**src/rtl/cap_pkg.sv**
```systemverilog
// Shared types and sizes for the capture write-side controller.
package cap_pkg;

    localparam int ENTRIES = 512;
    localparam int AW      = 9;
    localparam int DW      = 4;

    localparam logic [AW:0] FULL_CNT = (AW+1)'(ENTRIES);

    typedef enum logic [2:0] {
        IDLE,
        PRE,
        WAIT_TRIG,
        POST,
        DONE
    } state_t;

endpackage

```
**src/rtl/cap_decim.sv**
```systemverilog
// Sample decimator: emits cap_stb on one of every 2^decimator smpl_tick strobes.
module cap_decim
    import cap_pkg::*;
(
    input  logic          clk,
    input  logic          rst,
    input  logic          clr,
    input  logic          smpl_tick,
    input  logic [DW-1:0] decimator,
    output logic          cap_stb
);

    logic [15:0] decim_cnt_q;
    logic [15:0] decim_cnt_d;
    logic [15:0] decim_max;

    assign decim_max = (16'd1 << decimator) - 16'd1;
    assign cap_stb   = smpl_tick && (decim_cnt_q == decim_max);

    always_comb begin
        decim_cnt_d = decim_cnt_q;
        if (clr) begin
            decim_cnt_d = '0;
        end else if (cap_stb) begin
            decim_cnt_d = '0;
        end else if (smpl_tick) begin
            decim_cnt_d = decim_cnt_q + 16'd1;
        end
    end

    always_ff @(posedge clk or posedge rst) begin
        if (rst) begin
            decim_cnt_q <= '0;
        end else begin
            decim_cnt_q <= decim_cnt_d;
        end
    end

endmodule

```
**src/rtl/capture_ctrl.sv**
```systemverilog
// Capture write controller: fills a circular sample buffer around a trigger
// and reports the newest sample address for the downstream dump stage.
module capture_ctrl
    import cap_pkg::*;
(
    input  logic          clk,
    input  logic          rst,
    input  logic          start,
    input  logic          smpl_tick,
    input  logic [DW-1:0] decimator,
    input  logic          trig_in,
    input  logic [AW-1:0] trig_pos,
    input  logic          clr_done,
    output logic          cap_en,
    output logic          we,
    output logic [AW-1:0] cap_addr,
    output logic [AW-1:0] trace_end,
    output logic          armed,
    output logic          capture_done
);

    state_t        state_q;
    logic [AW-1:0] wr_ptr_q;
    logic [AW:0]   smpl_cnt_q;
    logic [AW-1:0] post_cnt_q;
    logic [AW-1:0] tp_q;
    logic          cap_en_q;
    logic          we_q;
    logic [AW-1:0] cap_addr_q;
    logic [AW-1:0] trace_end_q;
    logic          armed_q;
    logic          done_q;

    logic          cap_stb;
    logic          start_ok;
    logic          writing;

    assign start_ok = start && ((state_q == IDLE) || (state_q == DONE));
    assign writing  = cap_stb && ((state_q == PRE) || (state_q == WAIT_TRIG) || (state_q == POST));

    cap_decim u_decim (
        .clk       (clk),
        .rst       (rst),
        .clr       (start_ok),
        .smpl_tick (smpl_tick),
        .decimator (decimator),
        .cap_stb   (cap_stb)
    );

    // The write port lags the strobe by one cycle; pointer and FSM advance together.
    always_ff @(posedge clk or posedge rst) begin
        if (rst) begin
            state_q     <= IDLE;
            wr_ptr_q    <= '0;
            smpl_cnt_q  <= '0;
            post_cnt_q  <= '0;
            tp_q        <= '0;
            cap_en_q    <= 1'b0;
            we_q        <= 1'b0;
            cap_addr_q  <= '0;
            trace_end_q <= '0;
            armed_q     <= 1'b0;
            done_q      <= 1'b0;
        end else begin
            cap_en_q <= 1'b0;
            we_q     <= 1'b0;
            if (writing) begin
                cap_en_q   <= 1'b1;
                we_q       <= 1'b1;
                cap_addr_q <= wr_ptr_q;
                wr_ptr_q   <= wr_ptr_q + AW'(1);
            end

            case (state_q)
                IDLE, DONE: begin
                    if (start) begin
                        tp_q       <= trig_pos;
                        wr_ptr_q   <= '0;
                        smpl_cnt_q <= '0;
                        post_cnt_q <= '0;
                        done_q     <= 1'b0;
                        armed_q    <= 1'b0;
                        state_q    <= PRE;
                    end else if ((state_q == DONE) && clr_done) begin
                        done_q  <= 1'b0;
                        state_q <= IDLE;
                    end
                end
                PRE: begin
                    if (cap_stb) begin
                        smpl_cnt_q <= smpl_cnt_q + (AW+1)'(1);
                        if ((smpl_cnt_q + (AW+1)'(1)) == (FULL_CNT - {1'b0, tp_q})) begin
                            armed_q <= 1'b1;
                            state_q <= WAIT_TRIG;
                        end
                    end
                end
                WAIT_TRIG: begin
                    // With no post-trigger room, a coincident strobe still counts as pre-trigger.
                    if (trig_in) begin
                        if (tp_q == '0) begin
                            trace_end_q <= cap_stb ? wr_ptr_q : (wr_ptr_q - AW'(1));
                            armed_q     <= 1'b0;
                            done_q      <= 1'b1;
                            state_q     <= DONE;
                        end else if (cap_stb && (tp_q == AW'(1))) begin
                            trace_end_q <= wr_ptr_q;
                            armed_q     <= 1'b0;
                            done_q      <= 1'b1;
                            state_q     <= DONE;
                        end else begin
                            if (cap_stb) begin
                                post_cnt_q <= AW'(1);
                            end
                            state_q <= POST;
                        end
                    end
                end
                POST: begin
                    if (cap_stb) begin
                        if ((post_cnt_q + AW'(1)) == tp_q) begin
                            trace_end_q <= wr_ptr_q;
                            armed_q     <= 1'b0;
                            done_q      <= 1'b1;
                            state_q     <= DONE;
                        end else begin
                            post_cnt_q <= post_cnt_q + AW'(1);
                        end
                    end
                end
                default: begin
                    state_q <= IDLE;
                end
            endcase
        end
    end

    assign cap_en       = cap_en_q;
    assign we           = we_q;
    assign cap_addr     = cap_addr_q;
    assign trace_end    = trace_end_q;
    assign armed        = armed_q;
    assign capture_done = done_q;

endmodule

```
**config.mk**
```make
export PLATFORM = sky130hd
export DESIGN_NAME = capture_ctrl
export DESIGN_NICKNAME = d
export VERILOG_FILES = /design/src/rtl/cap_pkg.sv /design/src/rtl/cap_decim.sv /design/src/rtl/capture_ctrl.sv
export SDC_FILE = /design/constraint.sdc
export NUM_CORES = 1
export LEC_CHECK = 0
export ABC_AREA = 1
export CORE_MARGIN = 1.5
export CORE_UTILIZATION = 50
export DETAILED_ROUTE_END_ITERATION = 8
export GPL_TIMING_DRIVEN = 0
export PLACE_DENSITY = 0.85
export SYNTH_ARGS = -nofsm -noshare
export SYNTH_HDL_FRONTEND = slang
export SYNTH_SLANG_ARGS = --single-unit
```
**constraint.sdc**
```tcl
create_clock -name clk -period 2.5 [get_ports clk]
set_input_delay 0.625 -clock clk [delete_from_list [all_inputs] [get_ports clk]]
set_output_delay 0.625 -clock clk [all_outputs]
set_load 0.02 [all_outputs]
```
==> results of run 1 <==
==> path summary, 6_finish.rpt <==
kind                                           startpoint                            endpoint
worst max-delay path                         decimator[3]            trace_end[3]$_DFFE_PP0P_
worst min-delay path             capture_done$_DFFE_PP0P_            capture_done$_DFFE_PP0P_
worst max register to register  post_cnt_q[0]$_DFFE_PP0P_            trace_end[3]$_DFFE_PP0P_
worst min register to register   capture_done$_DFFE_PP0P_            capture_done$_DFFE_PP0P_
max in group asynchronous                             rst               wr_ptr_q[0]$_DFF_PP0_
min in group asynchronous                             rst  u_decim.decim_cnt_q[2]$_DFFE_PP0P_
==> routing by layer <==
layer  routed length, um  share of wire  up-vias
met2                6630           0.47      195
met4                 299          0.021        0
met5                   0              0        -
li1                    -              -     2751
met3                 969          0.069       28
met1                6130           0.44     2575
==> synth_stat cells, types with 2 or more instances <==
cell type,n,area (um2)
a21oi_1,14,70.1
buf_2,3,15.0
buf_4,2,15.0
buf_6,4,45.0
clkbuf_1,7,26.3
clkinv_1,4,15.0
dfrtp_1,77,1930
ha_1,9,113
inv_1,90,338
inv_2,5,18.8
inv_4,2,12.5
nand2_1,253,950
nand2_2,7,43.8
nand2_4,2,22.5
nand3_1,99,495
nand3_2,3,30.0
nand3b_1,4,30.0
nand4_1,22,138
nor2_1,65,244
nor2_2,4,25.0
nor2_4,4,45.0
nor2_8,2,40.0
nor3_1,12,60.1
nor4_1,2,12.5
o21ai_0,42,210
o21ai_1,2,10.0
o21ai_2,9,78.8
o22ai_1,14,87.6
o32ai_1,2,17.5
or2_2,5,31.3
xnor2_1,3,26.3
xor2_1,14,123
==> flip-flops by register name, summed over array words and instances (netlist names) <==
signal / count
u_decim.decim_cnt_q: 16
smpl_cnt_q: 10
cap_addr: 9
post_cnt_q: 9
tp_q: 9
trace_end: 9
wr_ptr_q: 9
state_q: 3
armed: 1
capture_done: 1
we: 1
==> kinds of logic (layout without fill, tap and decap cells) <==
group | Yosys count | after routing | synth area share
AND/OR/NAND/NOR | 491 | 491 | 0.412
flip-flops | 77 | 77 | 0.355
XOR/XNOR | 18 | 18 | 0.0316
buffers and inverters | 117 | 194 | 0.0895
adder cells (fa/ha/maj) | 9 | 9 | 0.0208
AO/OA/AOI/OAI | 85 | 85 | 0.0904
==> report_power, final <==
group	switching (W)	internal (W)	total, W	leakage, nW
sequential	0.000177	0.00141	0.00159	1.05
clock	0.000497	0.000459	0.000956	0.0850
combinational	0.00133	0.000836	0.00216	2.06
total	0.00200	0.00271	0.00471	3.19
==> metrics by stage <==
step | setup WS, ps | util | cells | total power [W]
2_1_floorplan | -251 | - | 797 | 0.00298
3_3_place_gp | -1150 | 0.586 | 970 | 0.00343
3_5_place_dp | -1220 | 0.588 | 971 | 0.00347
4_1_cts | -31.7 | 0.623 | 999 | 0.00454
6_report | -0.210 | 0.648 | 1010 | 0.00471
5_1_grt | -190 | 0.648 | 1010 | 0.00503
==> what timing repair did <==
item | 4_1_cts | 5_1_grt
hold buffers | 0 | 0
cloned | 1 | 1
gates resized for setup | 31 | 51
setup buffers | 13 | 10
pin swaps | 14 | 17
endpoints found under the setup margin | 68 | 66
==> critical path, cell delays in order <==
cell and delay (ps):
buf_12 110, nor2_8 150, nand3_4 100, ha_4 280
inv_2 30, nand2_2 50, nand2_2 60, nor2_2 90
nand2_1 60, nor2_1 90, nand2_1 70, nor2_2 110
nand3_2 100, nor2_4 120, nand3_2 100, nand2_2 80
nand2_2 60, nor2_4 150, inv_2 80, buf_6 140
nand2_2 60, nand2_2 50
==> layout make-up <==
type                       count  area [um2]  area share
buffer                        15         156      0.0232
clock buffer                  10         128      0.0189
timing repair buffer          63         614      0.0910
inverter                     101         398      0.0590
multi-input combinational    603        3290       0.488
tap                          136         170      0.0252
sequential                    77        1930       0.286
clock inverter                 5        61.3     0.00908
==> results.sh, run 1 <==
export IMPL_min_path_cells=2
export IMPL_io_buffers=37
export IMPL_finalNetCount=898
export IMPL_ys_ff_latch=77
export IMPL_post_route_cell_area_mm2=0.00675
export IMPL_place_congestion=0.931
export IMPL_rrSetupSlack_ps=10
export IMPL_whs_ps=479
export IMPL_netlist_area_mm2=0.00542
export IMPL_initial_core_util=0.521
export IMPL_wl_per_cell_um=13.9
export IMPL_rsz0062_at_grt="yes"
export IMPL_syn2layout_area_growth_pct=24.5
export IMPL_grt_usage=0.253
export IMPL_crit_arrival_ps=2760
export IMPL_ys_types=42
export IMPL_dr_first_iter_drc_count=439
export IMPL_p_leak_nw=3.19
export IMPL_htreeDepth=3
export IMPL_cp_start_kind="input pin"
export IMPL_cap_violations=0
export IMPL_first_global_vias=5179
export IMPL_dieArea_mm2=0.0115
export IMPL_mostFrequentLayoutCells="221 x nand2_1, 89 x nand3_1, 85 x inv_1, 75 x dfrtp_1, 58 x nor2_1"
export IMPL_grt_pass1_wl_mm=23.4
export IMPL_drive_gt1_frac=0.189
export IMPL_fmax_mhz=400
export IMPL_ys_async_sr_fraction=1.00
export IMPL_grt_use_met2=0.422
export IMPL_synth_avg_cell_area_um2=6.80
export IMPL_worst_setup_path_end_kind="flop"
export IMPL_violations="negative setup slack"
export IMPL_drc=0
export IMPL_setup_viol=1
export IMPL_n_antenna_cell=0
export IMPL_slew_headroom=0.393
export IMPL_busiest_layer="met2"
export IMPL_setup_ws_ps=-0.210
export IMPL_die_x_um=107
export IMPL_path_class="input pin to flop"
export IMPL_grt_max_degree=40
export IMPL_hpwlAfterDp_mm=10.1
export IMPL_clkSinkCount=77
export IMPL_final_common_cell="nand2_1"
export IMPL_gr_usage_met1=0.334
export IMPL_hold_class="flop to flop"
export IMPL_cts_tree="built"
export IMPL_worstPathRequired_ps=2760
export IMPL_maxSlewViolCount=0
export IMPL_cp_max_fo=5
export IMPL_finalSetupTns_ps=-0.210
export IMPL_r2r_cells=15
export IMPL_ios=41
export IMPL_yosysWarnings=0
export IMPL_vias_per_cell=5.49
export IMPL_min_period_ps=2500
export IMPL_cts_buffers=9
export IMPL_grt_overflow_total=0
export IMPL_worst_slew_pin_transition_ps=908
export IMPL_place_area_mm2=0.00613
export IMPL_n_fill_cell=896
export IMPL_wirelength_mm=14.0
export IMPL_synth_seq_area_share=0.355
export IMPL_root_buffer="clkbuf_8"
export IMPL_power_density_mw_per_mm2=698
export IMPL_synth_edf_count=0
export IMPL_synth_nets=825
export IMPL_rows=37
export IMPL_gr_usage_met3=0.0468
export IMPL_dr_pass1_iters=5
export IMPL_outcome="complete, but fails checks"
export IMPL_cts_max_path_buffers=2
export IMPL_antenna_found_initial=0
export IMPL_ir_worst_vdd_uv=529
export IMPL_period_share=1.00
export IMPL_syn_inst=797
export IMPL_coreArea_mm2=0.0104
export IMPL_ys_flop_type="dfrtp_1"
export IMPL_ant_nets=0
export IMPL_clock_latency_ps=370
export IMPL_finalHoldViolCount=0
export IMPL_clock_skew_ps=13.8
export IMPL_num_vias=5549
export IMPL_clk_pin_slew_ps=90
export IMPL_die_height_um=107
No activity file was read; power rests on OpenSTA's default activity.
==> inputs of run 2 (changes only) <==
--- a/config.mk
+++ b/config.mk
@@ -6,7 +6,7 @@
 export NUM_CORES = 1
 export LEC_CHECK = 0
 export ABC_AREA = 1
-export CORE_MARGIN = 1.5
+export CORE_MARGIN = 4
 export CORE_UTILIZATION = 50
 export DETAILED_ROUTE_END_ITERATION = 8
 export GPL_TIMING_DRIVEN = 0
==> run 2 against run 1 <==
Effect of this change:
- sequential share of layout area is 0.31 points lower
- setup slack better by 34 ps
- cell area increased by 1.1%
- clock power up 2%
- critical endpoint is now trace_end[8]$_DFFE_PP0P_
- critical path type unchanged
- the run now ends clean
==> results.sh, run 2 (same netlist as run 1, synthesis figures left out) <==
export IMPL_numPlacedInstances=972
export IMPL_grt_overflow_total=0
export IMPL_cap_violations=0
export IMPL_die_height_um=112
export IMPL_holdBufCountCts=0
export IMPL_first_global_vias=5170
export IMPL_top_regs="u_decim.decim_cnt_q: 16 flops, smpl_cnt_q: 10 flops"
export IMPL_hpwlAfterDp_mm=10.3
export IMPL_ant_nets=0
export IMPL_p_leak_nw=3.23
export IMPL_grt_pass1_wl_mm=23.6
export IMPL_final_common_cell="nand2_1"
export IMPL_root_buffer="clkbuf_8"
export IMPL_grt_usage=0.225
export IMPL_cts_buffers=9
export IMPL_worst_slew_pin_transition_ps=864
export IMPL_finalNetCount=895
export IMPL_hold_class="flop to flop"
export IMPL_setup_viol=0
export IMPL_period_share=0.987
export IMPL_total_power_w=0.00481
export IMPL_initial_core_util=0.518
export IMPL_ir_worst_vdd_uv=413
export IMPL_clock_latency_ps=370
export IMPL_dr_first_iter_drc_count=484
export IMPL_worst_setup_path_end_kind="flop"
export IMPL_place_congestion=0.944
export IMPL_fmax_mhz=405
export IMPL_io_buffers=37
export IMPL_cts_tree="built"
export IMPL_cp_max_fo=3
export IMPL_wirelength_mm=14.2
export IMPL_maxSlewViolCount=0
export IMPL_slew_headroom=0.420
export IMPL_power_density_mw_per_mm2=705
export IMPL_worstPathRequired_ps=2760
export IMPL_mostFrequentLayoutCells="222 x nand2_1, 89 x nand3_1, 85 x inv_1, 75 x dfrtp_1, 58 x nor2_1"
export IMPL_dr_pass1_iters=5
export IMPL_htreeDepth=3
export IMPL_top_register="u_decim.decim_cnt_q"
export IMPL_coreArea_mm2=0.0105
export IMPL_path_class="input pin to flop"
export IMPL_grt_max_degree=40
export IMPL_rows=37
export IMPL_cts_max_path_buffers=2
export IMPL_clk_pin_slew_ps=80
export IMPL_cp_start_kind="input pin"
export IMPL_utilization=0.652
export IMPL_largest_reg_flops=16
export IMPL_finalSetupTns_ps=0
export IMPL_drive_gt1_frac=0.185
export IMPL_wl_per_cell_um=14.0
export IMPL_dieArea_mm2=0.0126
export IMPL_antenna_found_initial=1
export IMPL_syn2layout_area_growth_pct=25.8
export IMPL_die_x_um=112
export IMPL_finalHoldViolCount=0
export IMPL_drc=0
export IMPL_crit_arrival_ps=2720
export IMPL_clock_skew_ps=17.0
export IMPL_num_vias=5560
export IMPL_outcome="finished clean"
export IMPL_clkSinkCount=77
export IMPL_layoutNonFillerInstCount=1008
export IMPL_ios=41
export IMPL_rsz0062_at_grt="yes"
export IMPL_vias_per_cell=5.52
export IMPL_min_period_ps=2470
## run 2: final cells by class
type,instances,area (um2)
Antenna cell,1,2.50
Fill cell,895,3640
Buffer,15,159
Inverter,101,400
Clock inverter,5,61.3
Tap cell,136,170
Clock buffer,10,138
Multi-Input combinational cell,603,3330
Timing Repair Buffer,60,631
Sequential cell,77,1930
## run 2: layer usage
| layer | share of wire | track usage |
|---|---|---|
| met1 | 0.44 | 0.306 |
| met5 | 0 | 0 |
| met4 | 0.014 | 0.0593 |
| met2 | 0.49 | 0.371 |
| met3 | 0.056 | 0.0399 |
## run 2: worst paths after layout
kind                                            from                                  to  slack (ps)  depth (start not counted)
min                         trace_end[8]$_DFFE_PP0P_            trace_end[8]$_DFFE_PP0P_         480                          2
max                                     decimator[3]            trace_end[8]$_DFFE_PP0P_          30                         22
min reg2reg                 trace_end[8]$_DFFE_PP0P_            trace_end[8]$_DFFE_PP0P_         480                          2
max in group asynchronous                        rst  u_decim.decim_cnt_q[0]$_DFFE_PP0P_        1290                          4
min in group asynchronous                        rst  u_decim.decim_cnt_q[1]$_DFFE_PP0P_         510                          2
max reg2reg                post_cnt_q[0]$_DFFE_PP0P_            trace_end[8]$_DFFE_PP0P_         190                         15
## run 2: critical path, stage by stage
cell and delay (ps):
buf_12 110, nor2_8 140, nand3_4 90, ha_4 270
inv_2 30, nand2_2 70, nand2_4 60, nor2_4 90
nand2_2 50, nor2_1 90, nand2_1 60, nor2_2 100
nand3_2 120, nor2_4 140, nand3_2 90, nand2_2 80
nand2_2 60, nor2_4 150, inv_2 80, buf_4 140
nand2_1 40, nand2_1 40
## run 2: through the flow
step                      cell area [um2]  setup slack (ps)  hold slack, ps
after floorplan                      5570              -251             477
after detailed placement             6150             -1180             458
after global placement               6110             -1180             457
after global routing                 6820             -92.2             502
after CTS                            6480             0.407             480
final                                6820              33.5             477
## run 2: power by group
| part | switching [W] | leakage (nW) | internal, W |
|---|---|---|---|
| combinational | 0.00137 | 2.08 | 0.000877 |
| clock | 0.000485 | 0.102 | 0.000486 |
| sequential | 0.000174 | 1.05 | 0.00142 |
| total | 0.00203 | 3.23 | 0.00278 |
## run 2: timing repair
action                                  in CTS  in global routing
endpoints found under the hold margin        0                  0
cloned                                       1                  3
setup buffers                                9                  8
pin swaps                                   10                 25
gates resized for setup                     22                 68
endpoints found under the setup margin      68                 67
